File: src/rtl/tbus_rr_arbiter.sv
// tbus_rr_arbiter: round-robin owner of the one-hot tristate bus enables.
// Inserts one all-off turnaround cycle between owners and caps each tenure at MAX_HOLD cycles.
module tbus_rr_arbiter #(
    parameter int N        = 8,
    parameter int MAX_HOLD = 16
) (
    input  logic                 clk_i,
    input  logic                 rst_ni,
    input  logic [N-1:0]         req_i,
    output logic [N-1:0]         sel_o,
    output logic [$clog2(N)-1:0] gnt_id_o,
    output logic                 gnt_valid_o,
    output logic                 turn_o
);
    localparam int W  = $clog2(N);
    localparam int CW = $clog2(MAX_HOLD + 1);
    typedef enum logic [1:0] {IDLE, GRANT, TURN} state_e;
    state_e         state_q;
    logic [N-1:0]   sel_q;
    logic [W-1:0]   gnt_id_q;
    logic [W-1:0]   ptr_q;
    logic [CW-1:0]  cnt_q;
    logic           gnt_valid_q;
    logic           turn_q;
    logic [W-1:0]   win_d;
    logic [W-1:0]   idx;
    logic           found;
    // N is a power of two, so the W-bit add wraps the search modulo N for free.
    always_comb begin
        win_d = ptr_q;
        idx   = '0;
        found = 1'b0;
        for (int i = 0; i < N; i++) begin
            idx = ptr_q + W'(i);
            if (!found && req_i[idx]) begin
                win_d = idx;
                found = 1'b1;
            end
        end
    end
    always_ff @(posedge clk_i or negedge rst_ni) begin
        if (!rst_ni) begin
            state_q     <= IDLE;
            sel_q       <= '0;
            gnt_id_q    <= '0;
            ptr_q       <= '0;
            cnt_q       <= '0;
            gnt_valid_q <= 1'b0;
            turn_q      <= 1'b0;
        end else begin
            case (state_q)
                GRANT: begin
                    if (!req_i[gnt_id_q] || cnt_q == CW'(MAX_HOLD)) begin
                        sel_q       <= '0;
                        gnt_valid_q <= 1'b0;
                        turn_q      <= 1'b1;
                        ptr_q       <= gnt_id_q + W'(1);
                        state_q     <= TURN;
                    end else begin
                        cnt_q <= cnt_q + CW'(1);
                    end
                end
                IDLE, TURN: begin
                    turn_q <= 1'b0;
                    if (|req_i) begin
                        sel_q       <= N'(1) << win_d;
                        gnt_id_q    <= win_d;
                        gnt_valid_q <= 1'b1;
                        cnt_q       <= CW'(1);
                        state_q     <= GRANT;
                    end else begin
                        state_q <= IDLE;
                    end
                end
                default: state_q <= IDLE;
            endcase
        end
    end
    assign sel_o       = sel_q;
    assign gnt_id_o    = gnt_id_q;
    assign gnt_valid_o = gnt_valid_q;
    assign turn_o      = turn_q;
endmodule
File: config.mk
export PLATFORM = sky130hd
export DESIGN_NAME = tbus_rr_arbiter
export DESIGN_NICKNAME = d
export VERILOG_FILES = /design/src/rtl/tbus_rr_arbiter.sv
export SDC_FILE = /design/constraint.sdc
export NUM_CORES = 1
export LEC_CHECK = 0
export ABC_CLOCK_PERIOD_IN_PS = 3000
export BUFFER_PORTS_ARGS = -buffer_cell sky130_fd_sc_hd__buf_2
export CAP_MARGIN = 20
export CORE_AREA = 2 2 69 71
export CTS_BUF_LIST = sky130_fd_sc_hd__clkbuf_4 sky130_fd_sc_hd__clkbuf_8
export DETAILED_ROUTE_END_ITERATION = 7
export DIE_AREA = 0 0 71 73
export GPL_TIMING_DRIVEN = 0
export HOLD_SLACK_MARGIN = 0.08
export PLACE_DENSITY = 0.65
export SETUP_SLACK_MARGIN = 0.1
export SYNTH_ARGS = -nofsm -noshare
export SYNTH_HDL_FRONTEND = slang
export SYNTH_SLANG_ARGS = --single-unit
File: constraint.sdc
create_clock -name clk_i -period 3 [get_ports clk_i]
set_input_delay 0.15 -clock clk_i [delete_from_list [all_inputs] [get_ports clk_i]]
set_output_delay 0.15 -clock clk_i [all_outputs]
set_load 0.03 [all_outputs]
After elaboration in Yosys (flattened, before gate mapping)
Index checks and enable logic that the tools add are counted.
- $add $sub $neg: 9
- $mul: 0
- divide/modulo/power cells: 0
- magnitude comparators: 9
- equality and inequality tests: 6
- shift-type cells: 1
- multiplexer cells: 46
- bitwise logic cells: 0
- reductions and logical operators: 25
- operators by type and width (kind ; count):
    less-than comparator 3 x 4 -> 1 bit, second input constant ; 9
    binary-select mux 1 bit (select 3 bit) ; 9
    two-way mux 3 bit ; 7
    two-way mux 1 bit ; 20
    two-way mux 8 bit ; 2
    case mux 8 bit (2 select lines) ; 1
    adder 3 bit, second input constant ; 4
    two-way mux 5 bit ; 2
    case mux 5 bit (2 select lines) ; 1
    logical NOT 1 bit ; 8
    OR reduction 8 bit ; 1
    << shifter 1 x 3 -> 8 bit, first input constant ; 1
    logical AND 1 bit ; 7
    adder 3 x 1 -> 3 bit, second input constant ; 2
    adder 3 x 2 -> 3 bit, second input constant ; 2
    inequality test 2 bit, second input constant ; 3
    AND reduction 2 bit ; 3
    AND reduction 3 bit ; 2
    adder 5 x 1 -> 5 bit, second input constant ; 1
    equality test 5 bit, second input constant ; 1
    case mux 1 bit (2 select lines) ; 2
    case mux 2 bit (2 select lines) ; 1
    equality test 2 x 1 -> 1 bit, second input constant ; 1
    equality test 2 bit, second input constant ; 1
    5 further kinds ; 5
- register bits after elaboration: 23
- bits in latches: 0
- memory bits (writable): 0
- bits in read-only memories: 0
- output and inout port bits: 13
- logic and storage cells: 103
- memories kept: 0

Depth between registers and ports, before layout
Gate-level depths: netlist (run 1).
- depth after elaboration: 27
- gate-level depth with buffers: 12
- depth with buffers taken out: 9

Worst setup path after synthesis (run 1)
OpenSTA, ideal clock, no wires.
- path type: reg-to-reg
- start: register ptr_q[0]
- end: register sel_q[2], in the netlist sel_o[2]
- setup time: 0.096 ns
- arrival: 3.025 ns
- slack: -0.121 ns
- stages on the path, launching flop included: 13
- buffers on the path: 3
- cells stage by stage: dfrtp_1 buf_6 buf_4 inv_2 ha_1 buf_4 mux4_2 mux2i_1 a22oi_1 nor3_2 o211ai_1 a32o_1 o31ai_1
- longest elaborated chain between the ends: 27
- elaborated cells between the ends (all ways): 54
- those cells by class: 7 x add/sub; 1 x shift; 32 x mux; 14 x reduce/logical
- RTL lines (item ; line ; source):
    start, declared ; 21 ; logic [W-1:0] ptr_q;
    start signal, assigned ; 57 ; ptr_q <= gnt_id_q + W'(1);
    branches (longest 23 deep; another with adder 3 x 1 -> 3 bit) ; n/a ;
    two-way mux 3 bit * ; 35 ; if (!found && req_i[idx]) begin
    << shifter 1 x 3 -> 8 bit * ; 66 ; sel_q <= N'(1) << win_d;
    two-way mux 8 bit * ; 65 ; if (|req_i) begin
    case mux 8 bit (2 select lines) * ; 51 ; case (state_q)
    end signal, assigned ; 66 ;
    end, declared ; 19 ; logic [N-1:0] sel_q;
Every way passes the cells marked *. The select of a mux whose other input is x is not followed.
A chain may end at the register's enable or synchronous reset.

Worst setup path in the final report (run 1)
- start: register ptr_q[0]
- end: register sel_q[1], in the netlist sel_o[1]
Same word-level chain as after synthesis.

==> results.ini, run 1 <==
[route]
antenna_left=0
vias=1756
first_pass_iters=4
wl_per_cell_um=16.1
drc=0
drt_iter0_drc=104
vias_per_cell=6.01
totalWireLength_um=4700

[timing]
slew_headroom_pct=54.8
fmax_ghz=0.343
fin_crit_ns=2.92
setup_viol=0
finalHoldViolations=0
fin_skew_ns=0.00239
rsz0062_at_grt=yes
worst_slew_pin_slew_ns=0.676
finalMaxSlewViolations=0
setup_tns_ns=0
fin_ws_ns=0.0820
finalCritPeriodShare_pct=97.3

[floorplanning]
io_pins=23
fp.dieW_um=71
rows=25
core_um2=4540
die_y_um=73
die-area_um2=5180
initial_utilization_pct=42.6

[setup_path]
crit_arrival_ns=3.06
cp-start-kind=flip-flop
r2r_start=ptr_q[0]
critPathKind=reg -> reg
critical_path_required_ns=3.15
path_cells=buf_6 -> buf_12 -> inv_8 -> ha_4 -> buf_8 -> mux4_2 -> mux2i_4 -> o32a_1 -> nand2_1 -> o21ai_4 -> mux2i_2 -> buf_4 -> o31ai_1
crit_slowest_cell=mux4_2
reg2reg_to=sel_o[1]
crit_path_end_kind=flip-flop
r2r_cells=13
r2r_slack_ns=0.08
critPathMaxFanout=7
slowest_delay_ns=0.53

[clock_tree]
insertion_delay_ns=0.26
numCtsBuffers=3
path_clk_slew_ns=0.08
cts_root_buf=clkbuf_8
cts.path.max_buffers=2
htreeDepth=1
clkSinkCount=23
tritoncts=built

[logic_synthesis]
synth_fp_nets=212
ys_async_sr_fraction_pct=100
yosysSeqAreaShare_pct=29.8
synth_ff_type=dfrtp_1
synth_most_common_cell=nand2_1
syn_area_per_cell_um2=9.82
yosys-top-cells-area=dfrtp_1 (30%), mux4_2 (17%), nand2_1 (5.8%)
yosysTopAreaCellShare_pct=29.8
synth-seq-cells=23
syn_area_um2=1930
synth-edff-count=0
ys_warn_count=0
synthTopCellsByCount=nand2_1 (30), dfrtp_1 (23), mux4_2 (15)
yosysTopAreaCell=dfrtp_1
syn-instance-count=197
synth_cell_types=47

[grt]
grt_overflow=0
antenna_found_initial=0
grt_pass1_wl_um=7790
grt_max_degree=24
grt_use_total_pct=18.7
grt_pass1_vias=1609

[final_layout]
drive_gt1_share_pct=37.4
area_growth_pct=26.2
antennaDiodeCount=0
seq_area_um2=576
stdcell_count=292
multi_input_area_um2=1410
layout.nets=254
n_fill_cell=404

[placed_design]
dpl_worst_slack_ns=-0.353
portBuffers=22
dp.final_hpwl_um=3290
placed_cells=273
gp_congestion=0.877

[status]
outcome=completed

[hold_path]
worstHoldPathType=in -> async

[run]
max_cap_violations=0

-- per-stage QoR --
stage	hold slack (ns)	util, %	area, um2
finish	0.382	53.8	2440
CTS	0.394	52.5	2380
floorplan	-0.146	-	1970
global route	0.435	53.8	2440
detailed placement	0.154	47.4	2150
global placement	0.149	47.4	2150
-- sequential cells by signal (all words and copies together) (netlist names) --
register / count
cnt_q: 5
gnt_id_o: 3
gnt_valid_o: 1
ptr_q: 3
sel_o: 8
state_q: 2
turn_o: 1
-- area by class of cell --
| cell class | count | area share, % |
|---|---|---|
| clock inverter | 1 | 0.205 |
| buffer | 9 | 3.28 |
| sequential | 23 | 23.6 |
| multi-input combinational | 157 | 57.6 |
| tap | 54 | 2.77 |
| timing repair buffer | 37 | 9.23 |
| clock buffer | 3 | 1.69 |
| inverter | 8 | 1.69 |
-- worst max-delay path, delay by kind of cell, from the launching register on --
family | cells | cell delay, ns
flip-flops | 1 | 0.38
multiplexers | 3 | 0.95
AND/OR/NAND/NOR | 1 | 0.11
AO/OA/AOI/OAI | 3 | 0.52
adder cells (fa/ha/maj) | 1 | 0.28
buffers and inverters | 5 | 0.55
-- worst max-delay path by stage --
| stage | startpoint | end | slack, ns |
|---|---|---|---|
| 3_3_place_gp | ptr_q[1] | sel_o[7] | -0.31 |
| 5_1_grt | ptr_q[0] | sel_o[1] | -0.02 |
| 3_5_place_dp | ptr_q[1] | sel_o[7] | -0.35 |
| 6_report | ptr_q[0] | sel_o[1] | 0.08 |
| 2_1_floorplan | ptr_q[0] | sel_o[6] | 0.10 |
| 4_1_cts | ptr_q[0] | sel_o[2] | 0.05 |
-- cell families after synthesis --
| family | count (synthesis) | synth area share (%) |
|---|---|---|
| fa+ha+maj | 5 | 3.23 |
| compound gates | 48 | 16.8 |
| mux | 30 | 26.1 |
| flops | 23 | 29.8 |
| buf+inv | 17 | 4.33 |
| xor+xnor | 6 | 2.72 |
| simple gates | 68 | 17.1 |
-- what timing repair did --
item | CTS | global route
hold endpoints to repair | 23 | 0
setup endpoints to repair | 11 | 10
cloned | 0 | 0
buffers inserted | 13 | 1
resized for setup | 19 | 10
pin swaps | 11 | 7
hold buffers | 1 | 0
-- layer usage --
| layer | part of all wire (%) | wire length (um) | vias up | GRT usage (%) |
|---|---|---|---|---|
| met5 | 0 | 0 | - | 0 |
| met3 | 4.4 | 206 | 6 | 3.18 |
| met2 | 47 | 2220 | 54 | 29.7 |
| li1 | - | - | 833 | - |
| met1 | 47 | 2210 | 863 | 27.5 |
| met4 | 1.4 | 64 | 0 | 3.56 |
-- placed cells by master (no fill, tap or decap), types with 4 or more instances in the layout --
master	instances
buf_2	22
dfrtp_1	23
mux2i_4	4
o21ai_0	8
nand4_1	5
mux4_2	15
ha_1	4
o31ai_2	5
inv_1	6
nor2_1	9
o21ai_1	7
buf_4	15
nand2_1	30
o31ai_1	5
mux2i_1	6
a21oi_1	5
Power of run 1 is left out: the tool's default activity adds up to more than one toggle a clock period on the data nets, which glitch-free logic cannot reach.
==> inputs of run 2 (changes only) <==
--- a/config.mk
+++ b/config.mk
@@ -15,6 +15,7 @@
 export GPL_TIMING_DRIVEN = 0
 export HOLD_SLACK_MARGIN = 0.08
 export PLACE_DENSITY = 0.65
+export RECOVER_POWER = 100
 export SETUP_SLACK_MARGIN = 0.1
 export SYNTH_ARGS = -nofsm -noshare
 export SYNTH_HDL_FRONTEND = slang
==> run 2 against run 1 <==
Sequential cell count did not move. Hold slack improved by 0.099 ns. Routed wire length rose by 0.21%. Non-clock buffer count did not move. Maximum frequency hardly changed. Final area is 0.72% lower. Global-route usage stayed put. Cell count unchanged. Sequential share of layout area is 0.17 points higher. Count of clock-buffer cells in the layout is the same. Highest routed layer unchanged.
==> results.ini, run 2 (synthesis results as in run 1) <==
[status]
outcome=completed

[hold_path]
worstHoldPathType=reg -> reg
min_from=sel_o[1]
min_path_cells=2
worst_hold_path.endpoint=sel_o[1]

[floorplanning]
io_pins=23  ; unchanged
die-area_um2=5180  ; unchanged
rows=25  ; unchanged
die_y_um=73  ; unchanged
core_um2=4540  ; unchanged
initial_utilization_pct=42.6  ; unchanged
fp.dieW_um=71  ; unchanged

[timing]
fin_skew_ns=0.00214  ; -0.000259 ns
finalHoldViolations=0  ; unchanged
fmax_ghz=0.343  ; about the same
finalCritPeriodShare_pct=97.3  ; about the same
rsz0062_at_grt=yes
fin_crit_ns=2.92  ; +0.000197 ns
slew_headroom_pct=18.3  ; -36 points
worst_slew_pin_slew_ns=1.23  ; +0.549 ns
finalMaxSlewViolations=0  ; unchanged
setup_viol=0  ; unchanged

[clock_tree]
htreeDepth=1  ; unchanged
clkSinkCount=23  ; unchanged
cts.path.max_buffers=2  ; unchanged
path_clk_slew_ns=0.08  ; about the same
insertion_delay_ns=0.26  ; about the same
cts_root_buf=clkbuf_8
numCtsBuffers=3  ; unchanged
tritoncts=built

[final_layout]
final_common_cell=nand2_1
antennaDiodeCount=0  ; unchanged
n_fill_cell=408  ; +0.99%
final_cell_mix=nand2_1 (30), dfrtp_1 (23), clkbuf_1 (16)
stdcell_count=292  ; unchanged
drive_gt1_share_pct=31.5  ; -5.9 points
layout.nets=254  ; unchanged
largest_reg_flops=8  ; unchanged
area_growth_pct=25.3

[placed_design]
placed_cells=273  ; unchanged
gp_congestion=0.877  ; unchanged
portBuffers=22  ; unchanged
dp.final_hpwl_um=3290  ; unchanged

[route]
vias=1758  ; +0.11%
vias_per_cell=6.02  ; +0.11%
totalWireLength_um=4710  ; +0.21%
antenna_left=0  ; unchanged
wl_per_cell_um=16.1  ; +0.21%
first_pass_iters=4  ; unchanged
drc=0  ; unchanged
drt_iter0_drc=103  ; -0.96%

[grt]
antenna_found_initial=0  ; unchanged
grt_use_total_pct=18.7  ; unchanged
grt_pass1_wl_um=7790  ; unchanged
grt_max_degree=24  ; unchanged
grt_overflow=0  ; unchanged
grt_pass1_vias=1609  ; unchanged

[setup_path]
critPathKind=reg -> reg
r2r_slack_ns=0.08  ; about the same
crit_arrival_ns=3.06  ; about the same
cp-start-kind=flip-flop
critPathMaxFanout=7  ; unchanged
r2r_start=ptr_q[0]
r2r_cells=13  ; unchanged
reg2reg_to=sel_o[1]
crit_start=ptr_q[0]
crit_path_end_kind=flip-flop
critical_path_required_ns=3.15  ; about the same

[run]
max_cap_violations=0  ; unchanged

-- run 2: changes by cell type in the layout (fill, tap and decap cells not counted), sizes merged --
cell / before / now
buf: 43 / 29
clkbuf: 5 / 19
-- run 2: stage by stage --
stage | cell area [um2] | TNS (ns) | utilization (%) | hold slack [ns] | worst slack, ns
2_1_floorplan | 1970 | 0 | - | -0.146 | 0.100
3_3_place_gp | 2150 | -2.86 | 47.4 | 0.149 | -0.315
3_5_place_dp | 2150 | -3.04 | 47.4 | 0.154 | -0.353
4_1_cts | 2380 | 0 | 52.5 | 0.394 | 0.0522
5_1_grt | 2420 | -0.0877 | 53.4 | 0.517 | -0.0196
6_report | 2420 | 0 | 53.4 | 0.481 | 0.0818
-- run 2: per-layer routing --
layer	part of all wire [%]	wire length (um)	global-route usage [%]	vias up
li1	-	-	-	833
met1	47	2210	27.5	865
met2	47	2220	29.7	54
met3	4.5	210	3.18	6
met4	1.4	64	3.56	0
met5	0	0	0	-
-- run 2: worst max-delay path by stage --
stage	slack [ns]	endpoint
finish	0.08	sel_o[1]
global route	-0.02	sel_o[1]
CTS	0.05	sel_o[2]
detailed placement	-0.35	sel_o[7]
global placement	-0.31	sel_o[7]
floorplan	0.10	sel_o[6]
-- run 2: cell type report --
class                      count  area (um2)  area share [%]
inverter                       8        41.3            1.70
sequential                    23         576            23.7
multi-input combinational    157        1410            58.0
buffer                         9        80.1            3.30
tap                           54        67.6            2.79
clock buffer                   3        41.3            1.70
timing repair buffer          37         208            8.57
clock inverter                 1        5.00           0.207
-- run 2: worst max-delay path, stage by stage (launching register included) --
cell and delay [ns]:
dfrtp_1 0.38, buf_6 0.12, buf_12 0.10, inv_8 0.03
ha_4 0.28, buf_8 0.13, mux4_2 0.53, mux2i_4 0.20
o32a_1 0.24, nand2_1 0.11, o21ai_4 0.21, mux2i_2 0.22
buf_4 0.17, o31ai_1 0.07
-- run 2: what timing repair did --
action,CTS,global route
resized for setup,19,10
pin swaps,11,7
hold buffers,1,0
setup buffers,13,1
setup endpoints to repair,11,10
hold endpoints to repair,23,0
Power of run 2 is left out for the same reason.
